**src/rtl/gray_cnt_monitor_if.sv**
```systemverilog
// Sample/result bundle between an upstream Gray counter
// source and the gray_cnt_monitor checker.
interface gray_cnt_monitor_if #(
  parameter int width = 8,
  parameter int cnt_w = 16
);
  logic [width-1:0] gray_in;
  logic             gray_vld;
  logic [width-1:0] bin_out;
  logic             out_vld;
  logic             step_up;
  logic             step_dn;
  logic             step_err;
  logic             err_sticky;
  logic [cnt_w-1:0] wrap_cnt;
  logic [cnt_w-1:0] err_cnt;

  modport master (
    output gray_in, gray_vld,
    input  bin_out, out_vld,
    input  step_up, step_dn, step_err,
    input  err_sticky, wrap_cnt, err_cnt
  );

  modport slave (
    input  gray_in, gray_vld,
    output bin_out, out_vld,
    output step_up, step_dn, step_err,
    output err_sticky, wrap_cnt, err_cnt
  );
endinterface

```
**src/rtl/gray_cnt_monitor.sv**
```systemverilog
// Two-stage Gray-to-binary converter that classifies each
// accepted sample against the previous one and counts events.
module gray_cnt_monitor #(
  parameter int width = 8,
  parameter int cnt_w = 16
) (
  input  logic                 clk,
  input  logic                 rst,
  input  logic                 clr,
  gray_cnt_monitor_if.slave    mon
);

  typedef enum logic [1:0] {
    IDLE  = 2'd0,
    TRACK = 2'd1,
    ERROR = 2'd2
  } state_e;

  localparam logic [width-1:0] ONE  = width'(1);
  localparam logic [width-1:0] ONES = '1;
  localparam logic [cnt_w-1:0] CMAX = '1;

  state_e           state_q, state_d;
  logic [width-1:0] s1_gray_q;
  logic             s1_vld_q;
  logic [width-1:0] prev_q, prev_d;
  logic [width-1:0] bin_q, bin_d;
  logic             vld_q, vld_d;
  logic             up_q, up_d;
  logic             dn_q, dn_d;
  logic             er_q, er_d;
  logic [cnt_w-1:0] wrap_q, wrap_d;
  logic [cnt_w-1:0] errc_q, errc_d;
  logic [width-1:0] conv;
  logic [width-1:0] delta;

  always_ff @(posedge clk) begin
    if (rst || clr) begin
      s1_gray_q <= '0;
      s1_vld_q  <= 1'b0;
    end else begin
      s1_gray_q <= mon.gray_in;
      s1_vld_q  <= mon.gray_vld;
    end
  end

  // bin[i] is the XOR of all Gray bits at or above i
  always_comb begin
    conv = '0;
    for (int i = 0; i < width; i++) begin
      conv[i] = ^(s1_gray_q >> i);
    end
  end

  assign delta = conv - prev_q;

  always_comb begin
    state_d = state_q;
    prev_d  = prev_q;
    bin_d   = bin_q;
    vld_d   = 1'b0;
    up_d    = 1'b0;
    dn_d    = 1'b0;
    er_d    = 1'b0;
    wrap_d  = wrap_q;
    errc_d  = errc_q;
    if (s1_vld_q) begin
      vld_d  = 1'b1;
      bin_d  = conv;
      prev_d = conv;
      if (state_q == IDLE) begin
        state_d = TRACK;
      end else begin
        // up is tested before down so width=1 only steps up
        priority case (1'b1)
          (delta == '0):  ;
          (delta == ONE):  up_d = 1'b1;
          (delta == ONES): dn_d = 1'b1;
          default:         er_d = 1'b1;
        endcase
        if (up_d && prev_q == ONES && wrap_q != CMAX) begin
          wrap_d = wrap_q + 1'b1;
        end
        if (er_d) begin
          state_d = ERROR;
          if (errc_q != CMAX) begin
            errc_d = errc_q + 1'b1;
          end
        end
      end
    end
  end

  always_ff @(posedge clk) begin
    if (rst || clr) begin
      state_q <= IDLE;
      prev_q  <= '0;
      bin_q   <= '0;
      vld_q   <= 1'b0;
      up_q    <= 1'b0;
      dn_q    <= 1'b0;
      er_q    <= 1'b0;
      wrap_q  <= '0;
      errc_q  <= '0;
    end else begin
      state_q <= state_d;
      prev_q  <= prev_d;
      bin_q   <= bin_d;
      vld_q   <= vld_d;
      up_q    <= up_d;
      dn_q    <= dn_d;
      er_q    <= er_d;
      wrap_q  <= wrap_d;
      errc_q  <= errc_d;
    end
  end

  assign mon.bin_out    = bin_q;
  assign mon.out_vld    = vld_q;
  assign mon.step_up    = up_q;
  assign mon.step_dn    = dn_q;
  assign mon.step_err   = er_q;
  assign mon.err_sticky = (state_q == ERROR);
  assign mon.wrap_cnt   = wrap_q;
  assign mon.err_cnt    = errc_q;

endmodule

```
**src/flat_wrapper.sv**
```systemverilog
// flat-port wrapper written by rule: the top's interface ports become plain ports
module gray_cnt_monitor_flat 
#(
  parameter int width = 8,
  parameter int cnt_w = 16
)
  (clk, rst, clr, mon_gray_in, mon_gray_vld, mon_bin_out, mon_out_vld, mon_step_up, mon_step_dn, mon_step_err, mon_err_sticky, mon_wrap_cnt, mon_err_cnt);
  gray_cnt_monitor_if #(.width(width), .cnt_w(cnt_w)) mon_i ();
  input  logic clk;
  input  logic rst;
  input  logic clr;
  input wire logic [$bits(mon_i.gray_in)-1:0] mon_gray_in;
  input wire logic [$bits(mon_i.gray_vld)-1:0] mon_gray_vld;
  output wire logic [$bits(mon_i.bin_out)-1:0] mon_bin_out;
  output wire logic [$bits(mon_i.out_vld)-1:0] mon_out_vld;
  output wire logic [$bits(mon_i.step_up)-1:0] mon_step_up;
  output wire logic [$bits(mon_i.step_dn)-1:0] mon_step_dn;
  output wire logic [$bits(mon_i.step_err)-1:0] mon_step_err;
  output wire logic [$bits(mon_i.err_sticky)-1:0] mon_err_sticky;
  output wire logic [$bits(mon_i.wrap_cnt)-1:0] mon_wrap_cnt;
  output wire logic [$bits(mon_i.err_cnt)-1:0] mon_err_cnt;
  assign mon_i.gray_in = mon_gray_in;
  assign mon_i.gray_vld = mon_gray_vld;
  assign mon_bin_out = mon_i.bin_out;
  assign mon_out_vld = mon_i.out_vld;
  assign mon_step_up = mon_i.step_up;
  assign mon_step_dn = mon_i.step_dn;
  assign mon_step_err = mon_i.step_err;
  assign mon_err_sticky = mon_i.err_sticky;
  assign mon_wrap_cnt = mon_i.wrap_cnt;
  assign mon_err_cnt = mon_i.err_cnt;
  gray_cnt_monitor #(.width(width), .cnt_w(cnt_w)) u_core (.clk(clk), .rst(rst), .clr(clr), .mon(mon_i));
endmodule
```
**config.mk**
```make
export PLATFORM = sky130hd
export DESIGN_NAME = gray_cnt_monitor_flat
export DESIGN_NICKNAME = d
export VERILOG_FILES = /design/src/rtl/gray_cnt_monitor_if.sv /design/src/rtl/gray_cnt_monitor.sv /design/src/flat_wrapper.sv
export SDC_FILE = /design/constraint.sdc
export NUM_CORES = 1
export LEC_CHECK = 0
export ABC_AREA = 1
export CORE_MARGIN = 10
export CORE_UTILIZATION = 25
export CTS_BUF_LIST = sky130_fd_sc_hd__clkbuf_4
export DETAILED_ROUTE_END_ITERATION = 7
export HOLD_SLACK_MARGIN = 0.02
export SLEW_MARGIN = 30
export SYNTH_ARGS = -nofsm -noshare
export SYNTH_HDL_FRONTEND = slang
export SYNTH_SLANG_ARGS = --single-unit
```
**constraint.sdc**
```tcl
create_clock -name clk -period 3.39 [get_ports clk]
set_input_delay 0.678 -clock clk [delete_from_list [all_inputs] [get_ports clk]]
set_output_delay 0.678 -clock clk [all_outputs]
set_load 0.05 [all_outputs]
```
Word level (Yosys, flattened, before mapping)
Index checks and enable logic that the tools add are counted.
W data, S select, Z words.
{"block": "word_totals", "regBits": 55, "input_bits": 12, "out_inout_bits": 45}
{"block": "classes", "n_addsub": 3, "n_eq_ne": 6, "mux": 13, "n_bitwise": 2, "n_reduce_logical": 19}
{"op": "$reduce_xor A8 Y1", "n": 8}
{"op": "$add A16 B1 Y16 const B", "n": 2}
{"op": "$ne A16 B16 Y1 const B", "n": 2}
{"op": "$eq A8 B8 Y1 const B", "n": 2}
{"op": "$mux W1", "n": 11}
{"op": "$eq A8 B1 Y1 const B", "n": 1}
{"op": "$logic_not A8 Y1", "n": 1}
{"op": "$sub A8 B8 Y8", "n": 1}
{"op": "$reduce_or A5 Y1", "n": 1}
{"op": "$mux W2", "n": 2}
{"op": "$reduce_and A4 Y1", "n": 1}
{"op": "$reduce_and A3 Y1", "n": 1}
{"op": "$reduce_or A3 Y1", "n": 1}
{"op": "$eq A2 B2 Y1 const B", "n": 1}
{"op": "$logic_and A1 B1 Y1", "n": 2}
{"op": "$logic_not A2 Y1", "n": 1}
{"op": "$not A1 Y1", "n": 2}
{"op": "$reduce_and A2 Y1", "n": 1}
{"op": "$reduce_bool A2 Y1", "n": 1}
{"op": "$logic_or A1 B1 Y1", "n": 1}

Longest topological paths before layout
Gate-level depths: netlist (run 1).
{"block": "depth", "word_depth": 10, "depth_mapped": 23, "mapped_depth_nobuf": 23}

Worst setup path after synthesis (run 1)
Ideal clock, no wire load.
{"block": "synth_path", "kind": "reg-to-reg", "startpoint": "register u_core.s1_gray_q[7]", "endpoint": "register u_core.wrap_q[8], in the netlist u_core.mon.wrap_cnt[8]", "setup_time_ns": 0.114, "t_arrival_ns": 2.952, "setup_slack_ns": 0.324, "path_stages_with_launch": 23, "path_buffers": 0, "cell_sequence": "dfxtp_1 > inv_1 > nand2_1 > nand2_4 > xor2_4 > xor2_4 > xor2_2 > xor2_2 > fa_1 > inv_1 > nand2_1 > nand2_1 > nand3_1 > nand3_1 > nand2_2 > nor2_4 > nand3_2 > nor2_4 > nand2_1 > nor2_2 > nand2_1 > nand2_1 > nor2_1"}
{"block": "synth_via", "elab_chain_cells": 10}
{"item": "start: declaration", "line_no": "gray_cnt_monitor.sv:24", "source": "logic [width-1:0] s1_gray_q;"}
{"item": "start signal: assignment", "line_no": "gray_cnt_monitor.sv:42", "source": "s1_gray_q <= mon.gray_in;"}
{"item": "$reduce_xor A8 Y1 *", "line_no": "gray_cnt_monitor.sv:51", "source": "conv[i] = ^(s1_gray_q >> i);"}
{"item": "via u_core.conv[6]", "line_no": "gray_cnt_monitor.sv:34", "source": "logic [width-1:0] conv;"}
{"item": "$sub A8 B8 Y8 *", "line_no": "gray_cnt_monitor.sv:55", "source": "assign delta = conv - prev_q;"}
{"item": "$eq A8 B1 Y1", "line_no": "gray_cnt_monitor.sv:77", "source": "(delta == ONE): up_d = 1'b1;"}
{"item": "$mux W1", "line_no": "gray_cnt_monitor.sv:75", "source": "priority case (1'b1)"}
{"item": "$mux W1 *", "line_no": "gray_cnt_monitor.sv:75"}
{"item": "$mux W1 *", "line_no": "gray_cnt_monitor.sv:71", "source": "if (state_q == IDLE) begin"}
{"item": "$mux W1 *", "line_no": "gray_cnt_monitor.sv:67", "source": "if (s1_vld_q) begin"}
{"item": "$logic_and A1 B1 Y1 * (2 in a row)", "line_no": "gray_cnt_monitor.sv:81", "source": "if (up_d && prev_q == ONES && wrap_q != CMAX) begin"}
{"item": "$reduce_and A3 Y1 (no source line) *"}
{"item": "end signal: assignment", "line_no": "gray_cnt_monitor.sv:113", "source": "wrap_q <= wrap_d;"}
{"item": "end: declaration", "line_no": "gray_cnt_monitor.sv:32", "source": "logic [cnt_w-1:0] wrap_q, wrap_d;"}
The timed path passes the listed nets; every way through them passes the cells marked *. The select of a mux whose other input is x is not followed.
A chain may end at the register's enable or synchronous reset.

Worst setup path after layout (run 1)
{"block": "layout_path", "startpoint": "register u_core.s1_gray_q[7]", "endpoint": "register u_core.wrap_q[14], in the netlist u_core.mon.wrap_cnt[14]"}
The elaborated chain is that of the path after synthesis.

==> results of run 1 <==
## worst min-delay path: stages (launching register included)
cell and delay, ns:
dfxtp_1 0.35, inv_1 0.07, a21oi_1 0.06
## power by group through the flow
stage	combinational [mW]	sequential [mW]	clock, mW
finish	0.414	0.661	0.441
global route	0.454	0.663	0.488
CTS	0.336	0.661	0.463
detailed placement	0.335	0.674	0
global placement	0.328	0.674	0
floorplan	0.257	0.682	0
## final cells by class
cell class / count / area, µm²
fill: 1350 / 8420
multi-input combinational: 315 / 1940
sequential: 55 / 1100
timing repair buffer: 72 / 681
inverter: 81 / 304
tap: 172 / 215
clock inverter: 3 / 67.6
clock buffer: 5 / 37.5
## timing repair
item                                    4_1_cts  5_1_grt
setup buffers                                 0        6
endpoints found under the setup margin        0       32
gates resized for setup                       0       23
## layer usage
metal / vias up / part of all wire
li1: 1598 / -
met1: 1434 / 0.47
met2: 73 / 0.46
met3: 6 / 0.059
met4: 0 / 0.0074
met5: - / 0
## logic make-up after synthesis
kind of cell	share of synthesized area
xor+xnor	0.0898
buf+inv	0.110
fa+ha+maj	0.0440
compound gates	0.0883
flops	0.334
simple gates	0.335
## path summary, 6_finish.rpt
kind | end | slack, ns | cells past startpoint
setup / recovery | u_core.mon.wrap_cnt[14] | 0.22 | 21
hold / removal | u_core.state_q[1] | 0.49 | 2
setup reg to reg | u_core.mon.wrap_cnt[14] | 0.22 | 21
hold reg to reg | u_core.state_q[1] | 0.49 | 2
## registers in the layout (all words and copies together) (netlist names), 2 cells and up
| signal | flops |
|---|---|
| u_core.mon.err_cnt | 16 |
| u_core.mon.bin_out | 8 |
| u_core.mon.wrap_cnt | 16 |
| u_core.state_q | 2 |
| u_core.s1_gray_q | 8 |
## stage by stage
stage	power (mW)	instance area, µm²
after CTS	1.46	4200
after detailed placement	1.01	4090
after global routing	1.61	4350
final	1.52	4350
after floorplan	0.939	3300
after global placement	1.00	4090
## synth_stat cells (2+ instances only)
master	count
nand2_2	13
xor2_4	2
dfxtp_1	55
a21oi_1	23
xnor2_1	6
a21oi_2	10
clkbuf_1	6
buf_2	3
inv_1	80
nor3_1	12
ha_1	10
nand3_1	18
xor2_2	2
nand2_1	82
o21ai_0	11
nand4_1	27
nor2_1	60
nor2_2	3
nor2_4	3
nor4_1	2
xor2_1	16
==> impl_metrics.toml, run 1 <==
[status]
status = "complete, no violations"

[critical_path]
cp.required_ns = 3.70
end_kind = "flip-flop"
path_class = "reg -> reg"
worstPathMaxFanout = 4
cp.arrival_ns = 3.49
r2r-start = "u_core.s1_gray_q[7]"
worst_path_most_repeated_cell = "nand2_2"
crit_family = "simple AND/OR/NAND/NOR gates"
path_cells = "inv_2 > nand2_2 > nand2_4 > xor2_4 > xor2_4 > xor2_2 > xor2_2 > inv_2 > ha_4 > a21oi_4 > nand2_2 > nand2_2 > nand2_1 > nand2_1 > nand2_2 > nor2_4 > nand4_1 > nor2_2 > nand4_1 > nand2_1 > nor2_1"
max_stage_delay_ns = 0.36
cp_num_buf_inv = 2
startpoint = "u_core.s1_gray_q[7]"
start_kind = "flip-flop"
critPathSlowestCell = "dfxtp_2"

[grt]
grtUsageMet2 = 0.154
top_usage_layer = "met2"
grt_use_met1 = 0.114
met3_usage = 0.0282
grt_usage = 0.0918
grt_pass1_vias = 3017
grt_overflow = 0
antenna_found_initial = 0
grt_pass1_wl_mm = 14.2
grt_max_degree = 32

[power_and_ir_drop]
p_int_mw = 1.05
leakagePower_nw = 1.69
p_seq_frac = 0.436
clkPwrFrac = 0.291
peakVddDrop_mv = 0.159
p_comb_frac = 0.273
switching_share = 0.308
power.density_nw_per_um2 = 349
p_switching_mw = 0.467

[floorplanning]
start_util = 0.258
die_h_um = 135
boundaryPins = 57
dieWidth_um = 135
dieArea_um2 = 18200
rows = 41
core_um2 = 12800

[hold_path]
hp-class = "reg -> reg"
min_from = "u_core.state_q[1]"

[yosys]
synth_cell_type_count = 37
synth_area_um2 = 3300
ys.flop_type = "dfxtp_1"
synth_top_area_cell = "dfxtp_1"
synth_edf_count = 0
yosysWarnings = 0
synth_seq_cells = 55
synth_top_area_frac = 0.334
async_reset_ff_frac = 0
synth.avg_cell_area_um2 = 7.18
synthTopCellsByArea = "dfxtp_1 33%, nand2_1 9.3%, inv_1 9.1%"
ys_seq_area_frac = 0.334
synthCells = 460
syn_nets = 483

[clocking]
htreeDepth = 2
cts_tree = "yes"
cts_buffers = 5
clock_sink_count = 55
cts_buffer_depth = 2
clkLatencyLatePin_ns = 0.38
root_buffer = "clkbuf_4"
cts_hold_buf = 0
path_clk_slew_ns = 0.17

[routing]
drcViolationCount = 0
route.vias.total = 3111
firstDrtPassIters = 6
wl_mm = 8.67
wl_per_cell_um = 12.3
ant_nets = 0
drt_iter0_drc = 162
vias_per_cell = 4.43

[cells_and_area]
nets = 553
fin_util = 0.340
layout_common_cells = "77 x inv_1, 77 x nand2_1, 57 x nor2_1, 56 x clkdlybuf4s50_1, 54 x dfxtp_1"
synthToLayoutAreaGrowth_pct = 31.8
stdcell_count = 703
drive_gt1_frac = 0.164
n_antenna_cell = 0

[sta]
tightestPinTransition_ns = 0.651
setup_tns_ns = 0
final-max-slew-violation-count = 0
setup_violations = 0
maxSlewHeadroom = 0.564
rsz0062_at_grt = "yes"
worst_clock_skew_ns = 0.0186
clock.fmax_mhz = 315
fin_ws_ns = 0.216
fin_crit_ns = 3.17
hold_ws_ns = 0.493
hold_viol_final = 0
min_period_over_period = 0.936

[placed_design]
place_hpwl_mm = 6.54
pre_cts_slack_ns = 0.103
place_congestion = 0.898
portBuffers = 56
dp_cells = 688

[flow_run]
maxCapViolCount = 0
No activity file was read; power rests on OpenSTA's default activity.
==> run 2: changes to the inputs <==
--- a/config.mk
+++ b/config.mk
@@ -6,6 +6,7 @@
 export NUM_CORES = 1
 export LEC_CHECK = 0
 export ABC_AREA = 1
+export CAP_MARGIN = 20
 export CORE_MARGIN = 10
 export CORE_UTILIZATION = 25
 export CTS_BUF_LIST = sky130_fd_sc_hd__clkbuf_4
==> results of run 2 <==
Same layout as run 1: the final DEF is identical, and so are final timing and power.
